$ cat src/rtl/dac_pkg.sv
// ----------------------------------------------------------------------------
// dac_pkg
// Shared types and default sizing for the DAC waveform generator.
//   wave_mode_t : SAW, TRI, SQUARE, HOLD (matches the 2-bit mode encoding)
//   dir_t       : triangle direction, UP (0) / DOWN (1)
// ----------------------------------------------------------------------------
package dac_pkg;

    localparam int DAC_N_DEFAULT      = 8;
    localparam int DAC_STEP_W_DEFAULT = 4;

    typedef enum logic [1:0] {
        SAW    = 2'd0,
        TRI    = 2'd1,
        SQUARE = 2'd2,
        HOLD   = 2'd3
    } wave_mode_t;

    typedef enum logic {
        UP   = 1'b0,
        DOWN = 1'b1
    } dir_t;

endpackage : dac_pkg

$ cat src/rtl/dac_wave_gen_if.sv
// ----------------------------------------------------------------------------
// dac_wave_gen_if
// Control/status bundle between the sound controller and the waveform
// generator.
//   master : controller side, drives en/clear/mode/step/limit, sees the code
//   slave  : generator side, drives dacCount/dir/wrap
// Signals:
//   en       advance strobe          clear   synchronous clear
//   mode     wave_mode_t             step    increment (STEP_W bits)
//   limit    inclusive peak code     dacCount registered DAC code
//   dir      triangle direction      wrap    end-of-period pulse
// ----------------------------------------------------------------------------
interface dac_wave_gen_if #(
    parameter int N      = dac_pkg::DAC_N_DEFAULT,
    parameter int STEP_W = dac_pkg::DAC_STEP_W_DEFAULT
);
    import dac_pkg::*;

    logic              en;
    logic              clear;
    wave_mode_t        mode;
    logic [STEP_W-1:0] step;
    logic [N-1:0]      limit;
    logic [N-1:0]      dacCount;
    dir_t              dir;
    logic              wrap;

    modport master (
        output en, clear, mode, step, limit,
        input  dacCount, dir, wrap
    );

    modport slave (
        input  en, clear, mode, step, limit,
        output dacCount, dir, wrap
    );

endinterface : dac_wave_gen_if

$ cat src/rtl/dac_step_unit.sv
// ----------------------------------------------------------------------------
// dac_step_unit
// Purely combinational next-phase computation for one advance.
// Inputs : acc (current phase), dir, mode, step, limit
// Outputs: acc_next, dir_next, wrap_next
// All comparisons are done N+1 bits wide so acc+step can never alias back
// into range. A zero step is a no-op in every mode (no move, no wrap, no
// direction change). HOLD leaves everything untouched.
// ----------------------------------------------------------------------------
module dac_step_unit
    import dac_pkg::*;
#(
    parameter int N      = DAC_N_DEFAULT,
    parameter int STEP_W = DAC_STEP_W_DEFAULT
) (
    input  logic [N-1:0]      acc,
    input  dir_t              dir,
    input  wave_mode_t        mode,
    input  logic [STEP_W-1:0] step,
    input  logic [N-1:0]      limit,
    output logic [N-1:0]      acc_next,
    output dir_t              dir_next,
    output logic              wrap_next
);

    logic [N:0] acc_w;
    logic [N:0] step_w;
    logic [N:0] limit_w;
    logic [N:0] sum_w;

    assign acc_w   = {1'b0, acc};
    assign step_w  = {{(N+1-STEP_W){1'b0}}, step};
    assign limit_w = {1'b0, limit};
    assign sum_w   = acc_w + step_w;

    always_comb begin
        // NOTE: every output gets a default first so no path can infer a latch.
        acc_next  = acc;
        dir_next  = dir;
        wrap_next = 1'b0;

        if (step != '0) begin
            case (mode)
                SAW, SQUARE: begin
                    // Also covers acc > limit after limit was lowered.
                    if (sum_w > limit_w) begin
                        acc_next  = '0;
                        wrap_next = 1'b1;
                    end else begin
                        acc_next = sum_w[N-1:0];
                    end
                end
                TRI: begin
                    if (acc_w > limit_w) begin
                        // Limit lowered underneath us: clamp and start down.
                        acc_next = limit;
                        dir_next = DOWN;
                    end else if (dir == UP) begin
                        if (sum_w >= limit_w) begin
                            acc_next = limit;
                            dir_next = DOWN;
                        end else begin
                            acc_next = sum_w[N-1:0];
                        end
                    end else begin
                        if (acc_w <= step_w) begin
                            acc_next  = '0;
                            dir_next  = UP;
                            wrap_next = 1'b1;
                        end else begin
                            // acc > step here, so the N-bit difference is exact.
                            acc_next = acc - step_w[N-1:0];
                        end
                    end
                end
                default: begin
                    // HOLD: defaults already freeze everything.
                end
            endcase
        end
    end

endmodule : dac_step_unit

$ cat src/rtl/dac_wave_gen.sv
// ----------------------------------------------------------------------------
// dac_wave_gen
// N-bit DAC code generator: sawtooth, triangle, square or hold, advancing one
// step per cycle while en is high.
// Ports:
//   clk   system clock
//   nRst  asynchronous active-low reset
//   bus   dac_wave_gen_if.slave (en, clear, mode, step, limit in;
//         dacCount, dir, wrap out; all outputs registered)
// Build option:
//   DAC_IDLE_CLEAR_EN  when defined, en=0 acts like clear (legacy ramp: count
//                      only while the strobe is held). Undefined: en=0 holds.
// ----------------------------------------------------------------------------
module dac_wave_gen
    import dac_pkg::*;
#(
    parameter int N      = DAC_N_DEFAULT,
    parameter int STEP_W = DAC_STEP_W_DEFAULT
) (
    input logic           clk,
    input logic           nRst,
    dac_wave_gen_if.slave bus
);

    logic [N-1:0] acc_q;
    dir_t         dir_q;
    logic [N-1:0] dac_q;
    logic         wrap_q;

    logic [N-1:0] acc_next;
    dir_t         dir_next;
    logic         wrap_next;
    logic [N-1:0] dac_next;
    logic [N-1:0] half_limit;
    logic         do_clear;
    logic         advance;

    dac_step_unit #(
        .N      (N),
        .STEP_W (STEP_W)
    ) u_step (
        .acc       (acc_q),
        .dir       (dir_q),
        .mode      (bus.mode),
        .step      (bus.step),
        .limit     (bus.limit),
        .acc_next  (acc_next),
        .dir_next  (dir_next),
        .wrap_next (wrap_next)
    );

`ifdef DAC_IDLE_CLEAR_EN
    assign do_clear = bus.clear | ~bus.en;
`else
    assign do_clear = bus.clear;
`endif

    // HOLD freezes the output code too, so it never counts as an advance.
    assign advance    = bus.en && (bus.mode != HOLD);
    assign half_limit = {1'b0, bus.limit[N-1:1]};

    // Square maps the new phase onto a two-level output at half the limit.
    assign dac_next = (bus.mode == SQUARE)
                    ? ((acc_next >= half_limit) ? bus.limit : '0)
                    : acc_next;

    always_ff @(posedge clk or negedge nRst) begin
        // NOTE: sequential state uses non-blocking assignments only, so every
        // register samples the pre-edge values of its neighbours.
        if (!nRst) begin
            acc_q  <= '0;
            dir_q  <= UP;
            dac_q  <= '0;
            wrap_q <= 1'b0;
        end else if (do_clear) begin
            acc_q  <= '0;
            dir_q  <= UP;
            dac_q  <= '0;
            wrap_q <= 1'b0;
        end else if (advance) begin
            acc_q  <= acc_next;
            dir_q  <= dir_next;
            dac_q  <= dac_next;
            wrap_q <= wrap_next;
        end else begin
            // Idle or HOLD: state frozen, wrap is only ever a one-cycle pulse.
            wrap_q <= 1'b0;
        end
    end

    assign bus.dacCount = dac_q;
    assign bus.dir      = dir_q;
    assign bus.wrap     = wrap_q;

endmodule : dac_wave_gen

$ cat src/flat_wrapper.sv
// flat-port wrapper written by rule: the top's interface ports become plain ports
module dac_wave_gen_flat import dac_pkg::*;
#(
    parameter int N      = DAC_N_DEFAULT,
    parameter int STEP_W = DAC_STEP_W_DEFAULT
)
  (clk, nRst, bus_en, bus_clear, bus_mode, bus_step, bus_limit, bus_dacCount, bus_dir, bus_wrap);
  dac_wave_gen_if #(.N(N), .STEP_W(STEP_W)) bus_i ();
  input logic clk;
  input logic nRst;
  input wire logic [$bits(bus_i.en)-1:0] bus_en;
  input wire logic [$bits(bus_i.clear)-1:0] bus_clear;
  input wire logic [$bits(bus_i.mode)-1:0] bus_mode;
  input wire logic [$bits(bus_i.step)-1:0] bus_step;
  input wire logic [$bits(bus_i.limit)-1:0] bus_limit;
  output wire logic [$bits(bus_i.dacCount)-1:0] bus_dacCount;
  output wire logic [$bits(bus_i.dir)-1:0] bus_dir;
  output wire logic [$bits(bus_i.wrap)-1:0] bus_wrap;
  assign bus_i.en = bus_en;
  assign bus_i.clear = bus_clear;
  assign bus_i.mode = bus_mode;
  assign bus_i.step = bus_step;
  assign bus_i.limit = bus_limit;
  assign bus_dacCount = bus_i.dacCount;
  assign bus_dir = bus_i.dir;
  assign bus_wrap = bus_i.wrap;
  dac_wave_gen #(.N(N), .STEP_W(STEP_W)) u_core (.clk(clk), .nRst(nRst), .bus(bus_i));
endmodule
$ cat config.mk
export PLATFORM = sky130hd
export DESIGN_NAME = dac_wave_gen_flat
export DESIGN_NICKNAME = d
export VERILOG_FILES = /design/src/rtl/dac_pkg.sv /design/src/rtl/dac_wave_gen_if.sv /design/src/rtl/dac_step_unit.sv /design/src/rtl/dac_wave_gen.sv /design/src/flat_wrapper.sv
export SDC_FILE = /design/constraint.sdc
export NUM_CORES = 1
export LEC_CHECK = 0
export CORE_AREA = 3 3 72 74
export DETAILED_ROUTE_END_ITERATION = 6
export DIE_AREA = 0 0 75 77
export PLACE_DENSITY = 0.75
export SLEW_MARGIN = 40
export SYNTH_ARGS = -nofsm -noshare
export SYNTH_HDL_FRONTEND = slang
export SYNTH_SLANG_ARGS = --single-unit
$ cat constraint.sdc
create_clock -name clk -period 8 [get_ports clk]
set_input_delay 1.2 -clock clk [delete_from_list [all_inputs] [get_ports clk]]
set_output_delay 1.2 -clock clk [all_outputs]
set_load 0.02 [all_outputs]
### Word-level counts from Yosys, hierarchy flattened

Cells that the tools add are included.

* bits of input ports: 18
* bits in latches: 0
* memories: 0
* memory bits (read-only): 0
* RAM bits: 0
* flip-flop bits (word level): 18

* add/subtract/negate cells: 2
* eq/ne operators: 3
* multiply operators: 0
* multiplexer cells: 29
* div/mod/pow operators: 0
* $lt $le $gt $ge: 5
* shifts and indexed selects: 0
* bitwise operators: 0
* reduce and logical (&&, ||, !) cells: 8

Operators by type and width (number)
* 8-bit 2-to-1 mux: 12
* 8-bit one-hot mux with 2 select lines: 1
* 1-bit 2-to-1 mux: 15
* 8-bit by 4-bit adder with 9-bit output: 1
* 9-bit by 8-bit >= comparator with 1-bit output: 1
* 9-bit by 8-bit greater-than comparator with 1-bit output: 1
* 8-bit by 7-bit >= comparator with 1-bit output: 1
* 8-bit greater-than comparator: 1
* 8-bit by 4-bit less-or-equal comparator with 1-bit output: 1
* 8-bit by 4-bit subtractor with 8-bit output: 1
* 2-bit nonzero test: 3
* 4-bit nonzero test: 1
* 3-bit AND reduction: 1
* 2-bit by 1-bit == test with 1-bit output (second input constant): 1
* 2-bit == test (second input constant): 1
* 2-bit logical NOT: 1
* 2-bit inequality test (second input constant): 1
* 1-bit one-hot mux with 2 select lines: 1
* 2-bit OR reduction: 1
* 1-bit logical AND: 1

### Longest topological paths before layout

* depth in word-level cells: 12
* gate-level depth with buffers: 26
* depth with buffers taken out: 25

### Cells and area by module

A second synthesis with hierarchy kept.

* cells, all modules: 267
* area, all modules: 2338.5 um^2

By module, submodules not included
* dac_step_unit: cells an instance 182, area each 1405.1 um^2, instances 1
* dac_wave_gen: cells an instance 85, area each 933.4 um^2, instances 1

### Worst setup path before layout

OpenSTA, ideal clock, no wires.

* path kind: input to register
* from: input bus_step[2]
* to: register u_core.dac_q[6], in the netlist u_core.bus.dacCount[6]
* stages: 25
* required time: 7.874 ns
* arrival: 5.717 ns
* path slack: 2.157 ns
* path buffers: 1
* setup time: 0.126 ns
* cell sequence: inv_1 > ha_1 > buf_6 > or3b_4 > a31oi_4 > o21ai_1 > o311ai_1 > ha_1 > and3_1 > a221o_1 > a221o_2 > nand2b_1 > and2_1 > nand2_1 > a31oi_1 > inv_1 > ha_1 > nand2b_1 > a21o_1 > a21o_1 > a211oi_1 > o31ai_1 > inv_1 > a21oi_2 > a221o_1

* word-level cells in the longest chain between the ends: 12
* elaborated cells between the ends (all ways): 18

Ends and longest elaborated chain
* start: declaration: RTL line flat_wrapper.sv:14 `input wire logic [$bits(bus_i.step)-1:0] bus_step;`
* 8-bit by 4-bit adder with 9-bit output: RTL line dac_step_unit.sv:34 `assign sum_w = acc_w + step_w;`
* 9-bit by 8-bit >= comparator with 1-bit output: RTL line dac_step_unit.sv:59 `if (sum_w >= limit_w) begin`
* 8-bit 2-to-1 mux: RTL line dac_step_unit.sv:59
* 8-bit 2-to-1 mux: RTL line dac_step_unit.sv:58 `end else if (dir == UP) begin`
* 8-bit 2-to-1 mux: RTL line dac_step_unit.sv:54 `if (acc_w > limit_w) begin`
* 8-bit one-hot mux with 2 select lines: RTL line dac_step_unit.sv:43 `case (mode)`
* 8-bit 2-to-1 mux (*): RTL line dac_step_unit.sv:42 `if (step != '0) begin`
* 8-bit by 7-bit >= comparator with 1-bit output: RTL line dac_wave_gen.sv:64 `? ((acc_next >= half_limit) ? bus.limit : '0)`
* 8-bit 2-to-1 mux: RTL line dac_wave_gen.sv:64
* 8-bit 2-to-1 mux (*): RTL line dac_wave_gen.sv:64
* 8-bit 2-to-1 mux (*): RTL line dac_wave_gen.sv:80 `end else if (advance) begin`
* 8-bit 2-to-1 mux (*): RTL line dac_wave_gen.sv:75 `end else if (do_clear) begin`
* end signal: assignment: RTL line dac_wave_gen.sv:83 `dac_q <= dac_next;`
* end: declaration: RTL line dac_wave_gen.sv:27 `logic [N-1:0] dac_q;`

Every way passes the cells marked *; elsewhere a longest branch is shown, timed or not. The select of a mux whose other input is x is not followed.
A chain may end at the register's enable or synchronous reset.

### Worst setup path in the final report

* from: input bus_step[2]
* to: register u_core.dac_q[2], in the netlist u_core.bus.dacCount[2]

The elaborated chain is that of the path after synthesis.

==> results.cfg <==
[status]
status = complete, no violations

[logic_synthesis]
netlist_instances = 273
synth-seq-cells = 18
synth_nets = 324
yosysUniqueCellTypes = 59
synth.area.top_cells = dfrtp_1 (20%), ha_1 (17%), nand2_1 (4.6%)
synth_top_area_frac = 0.196
synth.avg_cell_area_um2 = 8.44
ys.flop_type = dfrtp_1
ys_warn_count = 0
ys_seq_area_frac = 0.196
synth-edff-count = 0
yosys.area.top_type = dfrtp_1
synth-async-reset-ratio = 1.00
synthesis.area_mm2 = 0.00230

[floorplanning]
die_w_um = 75
dieArea_mm2 = 0.00578
core_mm2 = 0.00466
io-pin-count = 28
initial_utilization = 0.494
num_rows = 25
fp.dieH_um = 77

[final_layout]
fillers = 427
final_nets = 348
multi_input_area_mm2 = 0.00175
seqCellArea_um2 = 450
layout_common_cells = ha_1 (31), nand2_1 (28), clkdlybuf4s50_1 (26)
syn_to_final_growth_pct = 15.2
final_cells = 349
drive_gt1_frac = 0.0847
final_common_cell = ha_1
insertedDiodeCount = 0
design_area_mm2 = 0.00265

[placement]
place_area_mm2 = 0.00260
io_buffer_count = 27
dp_cells = 346
dp_hpwl_mm = 5.37
pre_cts_slack_ps = 1110
place_congestion = 0.976

[clock_network]
cts_inserted_buffers = 3
cts_tree = built
clockRootBuffer = clkbuf_8
post_cts_buffers = 0
cts_num_sinks = 18
clk-insertion-delay-late_ps = 250
cts_max_level = 1
holdBufCountCts = 0
cts_resized = 0
cts_buffer_depth = 2
path_clk_slew_ps = 70

[timing]
setup_viol = 0
setup_ws_ps = 1260
timing.final.crit_share = 0.842
min_period_ps = 6740
fmax_mhz = 148
finalHoldViolCount = 0
rsz0062_at_grt = false
worst_pin_slew_ps = 729
drv_slew = 0
clock_skew_ps = 4.18
maxSlewHeadroom = 0.512
setup_tns_ps = 0

[power]
leakagePower_nw = 1.21
p_sw_w = 0.000163
p_total_w = 0.000385
clkPwrFrac = 0.163
seq_power_share = 0.288
power.density_mw_per_mm2 = 145
peakVddDrop_mv = 0.0926
swShare = 0.425
intPower_w = 0.000221
p_comb_frac = 0.549

[route]
drt_wl_total_mm = 6.70
dr.pass1.iters = 4
wl_per_cell_um = 19.2
drc_errors = 0
ant_nets = 0
vias_per_cell = 6.41
vias = 2237
first_iter_violations = 127

[global_route]
grt_pass1_wl_mm = 10.8
grt_pass1_vias = 2154
grt_usage = 0.239
grt-ovfl-total = 0
antenna_found_initial = 0
grt_max_degree = 19

[critical_path]
end_kind = register
max_stage_delay_ps = 550
start_kind = input pin
cp_slowest_cell = clkdlybuf4s50_1
worst-setup-path-type = input pin to register
critPathRequiredTime_ps = 8130
cp.arrival_ps = 6870
critPathMaxFanout = 9

[worst_hold_path]
hold_class = register to register

[flow_run]
drv_cap = 0
sequential cells by signal, summed over array words and instances (netlist names):
register and count:
u_core.bus.wrap 1, u_core.bus.dir 1, u_core.acc_q 8, u_core.bus.dacCount 8
cells by family after synthesis:
| group | share of synthesized area |
|---|---|
| and+or+nand+nor | 0.224 |
| AOI/OAI and AO/OA | 0.303 |
| xor gates and xnor gates | 0.0413 |
| buffers and inverters | 0.0511 |
| DFF | 0.196 |
| adders and majority gates | 0.186 |
layout make-up:
cell class | count | area share
multi-input combinational | 227 | 0.661
sequential | 18 | 0.170
timing repair buffer | 27 | 0.100
inverter | 20 | 0.0283
tap | 54 | 0.0255
clock buffer | 3 | 0.0156
stage by stage:
| step | hold WS (ps) | utilization |
|---|---|---|
| 2_1_floorplan | 513 | - |
| 3_3_place_gp | 568 | 0.558 |
| 3_5_place_dp | 574 | 0.558 |
| 4_1_cts | 589 | 0.567 |
| 5_1_grt | 614 | 0.569 |
| 6_report | 589 | 0.569 |
power by group through the flow:
stage | registers, W | clock network [W] | logic [W]
detailed placement | 0.000113 | 0 | 0.000207
CTS | 0.000111 | 0.0000634 | 0.000209
floorplan | 0.000112 | 0 | 0.000147
finish | 0.000111 | 0.0000625 | 0.000211
global placement | 0.000112 | 0 | 0.000203
global route | 0.000112 | 0.0000678 | 0.000235
Yosys cell counts, types with 4 or more instances:
master,n
ha_1,31
nand2_1,28
nor2_1,21
inv_1,20
dfrtp_1,18
a21oi_1,13
a221o_1,9
and2_1,8
a22o_1,7
nand2b_1,7
nand3_1,7
a21o_1,6
xnor2_1,6
a211oi_1,5
and3_1,5
nor3_1,5
o21ai_0,5
clkbuf_1,4
nor2b_1,4
worst max-delay path, delay by kind of cell:
family	cells	cell delay, ps
AOI/OAI and AO/OA	12	2650
adders and majority gates	3	1040
buffers and inverters	4	780
and+or+nand+nor	6	1200
worst paths after layout:
| check | depth (start not counted) | endpoint | slack (ps) | startpoint |
|---|---|---|---|---|
| min in group asynchronous | 1 | u_core.bus.dacCount[7] | 860 | nRst |
| setup / recovery | 25 | u_core.bus.dacCount[2] | 1260 | bus_step[2] |
| hold reg to reg | 3 | u_core.bus.dacCount[4] | 590 | u_core.bus.dacCount[4] |
| hold / removal | 3 | u_core.bus.dacCount[4] | 590 | u_core.bus.dacCount[4] |
| setup reg to reg | 23 | u_core.bus.dacCount[2] | 2360 | u_core.acc_q[2] |
| max in group asynchronous | 1 | u_core.bus.dacCount[2] | 6860 | nRst |
metal layers:
metal | global-route usage | part of all wire | vias up
met5 | 0 | 0 | -
met1 | 0.347 | 0.46 | 1064
met3 | 0.0406 | 0.062 | 8
met2 | 0.362 | 0.46 | 86
li1 | - | - | 1079
met4 | 0.0623 | 0.012 | 0
Note: power is estimated with default switching activity, not from simulation.
